## config.mk

```make
export PLATFORM = sky130hd
export DESIGN_NAME = aibcr3_dcc_interp_ctrl
export DESIGN_NICKNAME = d
export VERILOG_FILES = /design/src/rtl/aibcr3_dcc_interp_ctrl.sv
export SDC_FILE = /design/constraint.sdc
export NUM_CORES = 1
export LEC_CHECK = 0
export ABC_AREA = 1
export BUFFER_PORTS_ARGS = -buffer_cell sky130_fd_sc_hd__clkbuf_2
export CAP_MARGIN = 0
export CORE_UTILIZATION = 52
export CTS_CLUSTER_DIAMETER = 40
export DETAILED_ROUTE_END_ITERATION = 10
export HOLD_SLACK_MARGIN = 0.06
export PLACE_DENSITY = 0.81
export RECOVER_POWER = 100
export SYNTH_ARGS = -nofsm -noshare
export SYNTH_HDL_FRONTEND = slang
export SYNTH_SLANG_ARGS = --single-unit
```

## constraint.sdc

```tcl
create_clock -name clk -period 2 [get_ports clk]
set_clock_uncertainty 0.05 [all_clocks]
set_input_delay 0.2 -clock clk [delete_from_list [all_inputs] [get_ports clk]]
set_output_delay 0.2 -clock clk [all_outputs]
set_load 0.01 [all_outputs]
```

## src/rtl/aibcr3_dcc_interp_ctrl.sv

```systemverilog
// DCC interpolator loop controller: votes pd_up over a window, steps a
// 3-bit code and drives the sp/sn thermometer trims; locks on dither.
// Optional macro AIBCR3_DCC_LOCK_TRACK_EN: keep tracking while locked.
// Ports: clk, rstb (async low), dcc_en, cfg_manual, cfg_code[2:0],
//   pd_up -> sp[6:0], sn[6:0], dcc_code[2:0], dcc_busy, dcc_lock.
module aibcr3_dcc_interp_ctrl #(
  parameter int         SETTLE_CYC = 16,
  parameter int         NSAMP      = 8,
  parameter int         LOCK_REV   = 4,
  parameter logic [2:0] INIT_CODE  = 3'd3
) (
  input  logic       clk,
  input  logic       rstb,
  input  logic       dcc_en,
  input  logic       cfg_manual,
  input  logic [2:0] cfg_code,
  input  logic       pd_up,
  output logic [6:0] sp,
  output logic [6:0] sn,
  output logic [2:0] dcc_code,
  output logic       dcc_busy,
  output logic       dcc_lock
);

  localparam int SW = $clog2(SETTLE_CYC) + 1;
  localparam int NW = $clog2(NSAMP) + 1;
  localparam int RW = $clog2(LOCK_REV) + 1;

  localparam logic [SW-1:0] SETTLE_LAST = SW'(SETTLE_CYC - 1);
  localparam logic [NW-1:0] SAMP_LAST   = NW'(NSAMP - 1);
  localparam logic [NW:0]   NSAMP_W1    = (NW+1)'(NSAMP);
  localparam logic [RW-1:0] LOCK_N      = RW'(LOCK_REV);

  typedef enum logic [2:0] {
    S_IDLE,
    S_SETTLE,
    S_SAMPLE,
    S_UPDATE,
    S_LOCKED
  } state_t;

  function automatic logic [6:0] thermo(input logic [2:0] c);
    logic [6:0] t;
    for (int i = 0; i < 7; i++) begin
      t[i] = (c > 3'(i));
    end
    return t;
  endfunction

  state_t        state_q, state_d;
  logic [2:0]    code_q, code_d;
  logic [SW-1:0] settle_cnt_q, settle_cnt_d;
  logic [NW-1:0] samp_cnt_q, samp_cnt_d;
  logic [NW-1:0] up_cnt_q, up_cnt_d;
  logic [RW-1:0] rev_cnt_q, rev_cnt_d;
  logic          last_dir_q, last_dir_d;
  logic          last_vld_q, last_vld_d;
  logic [6:0]    sp_q, sp_d;
  logic [6:0]    sn_q, sn_d;
  logic          busy_q, busy_d;
  logic          lock_q, lock_d;
`ifdef AIBCR3_DCC_LOCK_TRACK_EN
  logic          trk_samp_q, trk_samp_d;
`endif

  logic [NW-1:0] up_nxt;
  logic [RW-1:0] rev_inc;
  logic          dir;
  logic          sat;
  logic          rev_hit;

  always_comb begin
    up_nxt  = up_cnt_q + NW'(pd_up);
    rev_inc = rev_cnt_q + RW'(1);
    // tie (exactly half) resolves to down
    dir     = ({up_cnt_q, 1'b0} > NSAMP_W1);
    sat     = dir ? (code_q == 3'd7) : (code_q == 3'd0);
    rev_hit = last_vld_q && !sat && (dir != last_dir_q);
  end

  always_comb begin
    state_d      = state_q;
    code_d       = code_q;
    settle_cnt_d = settle_cnt_q;
    samp_cnt_d   = samp_cnt_q;
    up_cnt_d     = up_cnt_q;
    rev_cnt_d    = rev_cnt_q;
    last_dir_d   = last_dir_q;
    last_vld_d   = last_vld_q;
`ifdef AIBCR3_DCC_LOCK_TRACK_EN
    trk_samp_d   = trk_samp_q;
`endif
    if (cfg_manual) begin
      state_d = S_IDLE;
      code_d  = cfg_code;
    end else if (!dcc_en) begin
      state_d = S_IDLE;
    end else begin
      unique case (state_q)
        S_IDLE: begin
          state_d      = S_SETTLE;
          code_d       = INIT_CODE;
          rev_cnt_d    = '0;
          last_dir_d   = 1'b0;
          last_vld_d   = 1'b0;
          settle_cnt_d = '0;
        end
        S_SETTLE: begin
          if (settle_cnt_q == SETTLE_LAST) begin
            state_d    = S_SAMPLE;
            samp_cnt_d = '0;
            up_cnt_d   = '0;
          end else begin
            settle_cnt_d = settle_cnt_q + SW'(1);
          end
        end
        S_SAMPLE: begin
          up_cnt_d = up_nxt;
          if (samp_cnt_q == SAMP_LAST) begin
            state_d = S_UPDATE;
          end else begin
            samp_cnt_d = samp_cnt_q + NW'(1);
          end
        end
        S_UPDATE: begin
          last_dir_d   = dir;
          last_vld_d   = 1'b1;
          settle_cnt_d = '0;
`ifdef AIBCR3_DCC_LOCK_TRACK_EN
          trk_samp_d   = 1'b0;
`endif
          if (rev_hit && (rev_inc == LOCK_N)) begin
            rev_cnt_d = rev_inc;
            state_d   = S_LOCKED;
          end else begin
            rev_cnt_d = rev_hit ? rev_inc : '0;
            state_d   = S_SETTLE;
            if (!sat) begin
              code_d = dir ? code_q + 3'd1 : code_q - 3'd1;
            end
          end
        end
        S_LOCKED: begin
`ifdef AIBCR3_DCC_LOCK_TRACK_EN
          // background windows; only a unanimous vote moves the code
          if (!trk_samp_q) begin
            if (settle_cnt_q == SETTLE_LAST) begin
              trk_samp_d = 1'b1;
              samp_cnt_d = '0;
              up_cnt_d   = '0;
            end else begin
              settle_cnt_d = settle_cnt_q + SW'(1);
            end
          end else begin
            up_cnt_d = up_nxt;
            if (samp_cnt_q == SAMP_LAST) begin
              trk_samp_d   = 1'b0;
              settle_cnt_d = '0;
              if (up_nxt == NW'(NSAMP) && code_q != 3'd7) begin
                code_d = code_q + 3'd1;
              end else if (up_nxt == '0 && code_q != 3'd0) begin
                code_d = code_q - 3'd1;
              end
            end else begin
              samp_cnt_d = samp_cnt_q + NW'(1);
            end
          end
`else
          state_d = S_LOCKED;
`endif
        end
        default: state_d = S_IDLE;
      endcase
    end
    sp_d   = thermo(code_d);
    sn_d   = ~thermo(code_d);
    busy_d = (state_d == S_SETTLE) || (state_d == S_SAMPLE) ||
             (state_d == S_UPDATE);
    lock_d = (state_d == S_LOCKED);
  end

  always_ff @(posedge clk or negedge rstb) begin
    if (!rstb) begin
      state_q      <= S_IDLE;
      code_q       <= INIT_CODE;
      settle_cnt_q <= '0;
      samp_cnt_q   <= '0;
      up_cnt_q     <= '0;
      rev_cnt_q    <= '0;
      last_dir_q   <= 1'b0;
      last_vld_q   <= 1'b0;
      sp_q         <= thermo(INIT_CODE);
      sn_q         <= ~thermo(INIT_CODE);
      busy_q       <= 1'b0;
      lock_q       <= 1'b0;
`ifdef AIBCR3_DCC_LOCK_TRACK_EN
      trk_samp_q   <= 1'b0;
`endif
    end else begin
      state_q      <= state_d;
      code_q       <= code_d;
      settle_cnt_q <= settle_cnt_d;
      samp_cnt_q   <= samp_cnt_d;
      up_cnt_q     <= up_cnt_d;
      rev_cnt_q    <= rev_cnt_d;
      last_dir_q   <= last_dir_d;
      last_vld_q   <= last_vld_d;
      sp_q         <= sp_d;
      sn_q         <= sn_d;
      busy_q       <= busy_d;
      lock_q       <= lock_d;
`ifdef AIBCR3_DCC_LOCK_TRACK_EN
      trk_samp_q   <= trk_samp_d;
`endif
    end
  end

  assign sp       = sp_q;
  assign sn       = sn_q;
  assign dcc_code = code_q;
  assign dcc_busy = busy_q;
  assign dcc_lock = lock_q;

endmodule

```

==> metrics.cfg <==
[status]
status=finished, final reports clean

[timing]
hold_viol_final=0
relSlewSlack_pct=43.3
maxSlewViolCount=0
finalCriticalPeriod_ns=1.97
setup_viol=0
finalSetupTns_ns=0
post-route-period-util_pct=98.6
rsz0062_at_grt=yes
max_freq_ghz=0.507
tightest_slew_ns=0.850

[finish]
drive_above_1_share_pct=34.9
diodes=0
syn2layout_area_growth_pct=21.3
nets=293
final_util_pct=67.7

[yosys]
syn-num-nets=245
synth_top_cell_by_area=dfrtp_1
synth_common_cells=43 x nand2_1, 31 x dfrtp_1, 30 x inv_1
synthesis.area_sq_um=2110
avgSynthCellArea_sq_um=9.20
syn_inst=229
synth_edf_count=0
yosysWarnings=0
yosysMostFrequentCell=nand2_1
ys_seq_elements=40
synth_ff_type=dfrtp_1
synth.area.top_cells=dfrtp_1 37%, dfstp_2 11%, nand2_1 7.7%, inv_1 5.3%, ha_1 4.2%
async_flop_share_pct=100
yosysUniqueCellTypes=35
ys_seq_area_share_pct=48.1
yosysTopAreaCellShare_pct=36.8

[die]
dieHeight_um=65.6
dieWidth_um=65.6
start_util_pct=55.8
ios=27
die_area_sq_um=4310
coreArea_sq_um=3770
num_rows=22

[critical_path]
path_cells=nand2_2 -> nand3_4 -> fa_2 -> o21a_1 -> nor2_1 -> nand3_1 -> nand2_1 -> inv_2 -> nand2_2 -> nand2_4 -> nor2_4 -> nor2_4
crit_slowest_cell=dfrtp_1
critPathTopFamily=simple AND/OR/NAND/NOR gates
crit_buf_inv=1
crit_path_start_kind=flop
worstSetupEndpointType=flop
crit_required_ns=2.15
rrSetupSlack_ns=0.03
cp_max_fo=6
rr_startpoint=up_cnt_q[2]
arrival_ns=2.12
r2r_cells=12
reg2reg_to=sn[2]
worstSetupPathType=flop to flop
slowest_delay_ns=0.42

[detailed_routing]
dr.pass1.iters=4
totalWireLength_um=4110
wire_per_inst_um=12.6
via_per_inst=5.03
drtAntennaViolNets=0
drtIter0Drc=90
drc=0
vias=1641

[global_route]
grt.met2_usage_pct=34.8
busiest_layer=met2
grt_pass1_vias=1596
grt_overflow=0
grt_start_max_net_pins=26
gr-usage-met3_pct=5.73
use_met1_pct=24.8
antenna_found_initial=0
grt_pass1_wl_um=6730
grt.total_usage_pct=21.0

[hold_path]
whs_path_depth=3
min_path_type=input pin to flop
hold_end=dcc_code[1]
hold_start=cfg_code[1]

[cts]
clock_path_buffers=2
cts_tree=built
cts_buffers=5
clock-sinks=40
htree_levels=2
clk_pin_slew_ns=0.08
root_buffer=clkbuf_8
clk_latency_ns=0.30

[placed_design]
gp_congestion=0.810
port_buffers=26
dp_hpwl_um=2940

[power_and_ir_drop]
p_total_uw=1850
ir_worst_vdd_mv=0.554
power_density_nw_per_um2=724
p_leak_uw=0.00126

[flow_run]
cap_violations=0

==> worst max-delay path by stage <==
stage                            from  slack [ns]  endpoint  cells after the start
after floorplan           dcc_code[0]        0.04     sn[2]                     11
after global placement    dcc_code[0]        0.08     sn[2]                     11
after detailed placement  dcc_code[0]        0.02     sn[2]                     11
after CTS                 dcc_code[0]       0.004     sn[2]                     11
after global routing      up_cnt_q[2]       -0.08     sn[2]                     12
final                     up_cnt_q[2]        0.03     sn[2]                     12
==> metrics by stage <==
stage / area (sq um) / hold WS (ns) / worst slack, ns / std cells
6_report: 2550 / 0.150 / 0.0279 / 326
5_1_grt: 2550 / 0.171 / -0.0766 / 326
4_1_cts: 2480 / 0.140 / 0.00367 / 319
3_5_place_dp: 2350 / 0.0968 / 0.0202 / 310
3_3_place_gp: 2350 / 0.0974 / 0.0815 / 310
2_1_floorplan: 2110 / -0.146 / 0.0363 / 229
==> area by class of cell <==
| class | instances | area (sq um) |
|---|---|---|
| clock buffer | 5 | 68.8 |
| clock inverter | 3 | 46.3 |
| fill | 293 | 1220 |
| inverter | 43 | 169 |
| multi-input combinational | 147 | 985 |
| sequential | 40 | 1010 |
| tap | 48 | 60.1 |
| timing repair buffer | 40 | 213 |
==> timing repair <==
item                       in CTS  in global routing
gates resized for setup         1                 13
hold buffers                    1                  0
buffers inserted                0                  6
hold endpoints to repair       15                  0
setup endpoints to repair       1                 22
gates cloned                    0                  1
pin swaps                       0                 13
==> state kept, by name, summed over array words and instances, names as in the netlist <==
| register | flops |
|---|---|
| sn | 7 |
| dcc_code | 3 |
| up_cnt_q | 4 |
| last_vld_q | 1 |
| dcc_busy | 1 |
| samp_cnt_q | 4 |
| state_q | 3 |
| settle_cnt_q | 5 |
| rev_cnt_q | 3 |
| dcc_lock | 1 |
| last_dir_q | 1 |
| sp | 7 |
==> cells in the final DEF (no fill, tap or decap), types with 5 or more instances in the layout <==
cell,instances
buf_4,12
nand3_1,11
dfrtp_1,31
nand2_1,43
ha_1,5
clkbuf_1,18
clkbuf_2,9
nor2_1,13
nand2_4,6
dfstp_2,9
nand2_2,8
clkbuf_8,5
inv_2,13
inv_1,28
o21ai_0,9
nor2_2,7
==> power breakdown <==
group          switching, uW  leakage (uW)  internal [uW]  total, uW
logic                    184      0.000694            104        288
registers               23.2      0.000509            866        889
clock network            298     0.0000548            376        673
total                    505       0.00126           1350       1850
==> cell families after synthesis <==
logic type | after synthesis | synth area share [%]
simple gates | 110 | 29.6
buf+inv | 43 | 8.02
flops | 40 | 48.1
compound gates | 23 | 7.07
fa+ha+maj | 8 | 5.11
xor+xnor | 4 | 1.66
mux | 1 | 0.475
==> layer usage <==
layer | share of wire [%] | up-vias
li1 | - | 817
met1 | 44 | 779
met2 | 50 | 35
met3 | 3.5 | 10
met4 | 2.3 | 0
met5 | 0 | -
==> worst register-to-register path: cells and delay by family, from the launching register on <==
| family | cells | cell delay (ns) |
|---|---|---|
| simple gates | 9 | 0.83 |
| compound gates | 1 | 0.11 |
| buf+inv | 1 | 0.05 |
| fa+ha+maj | 1 | 0.42 |
| flops | 1 | 0.42 |
Power figures use the tool's default switching activity.
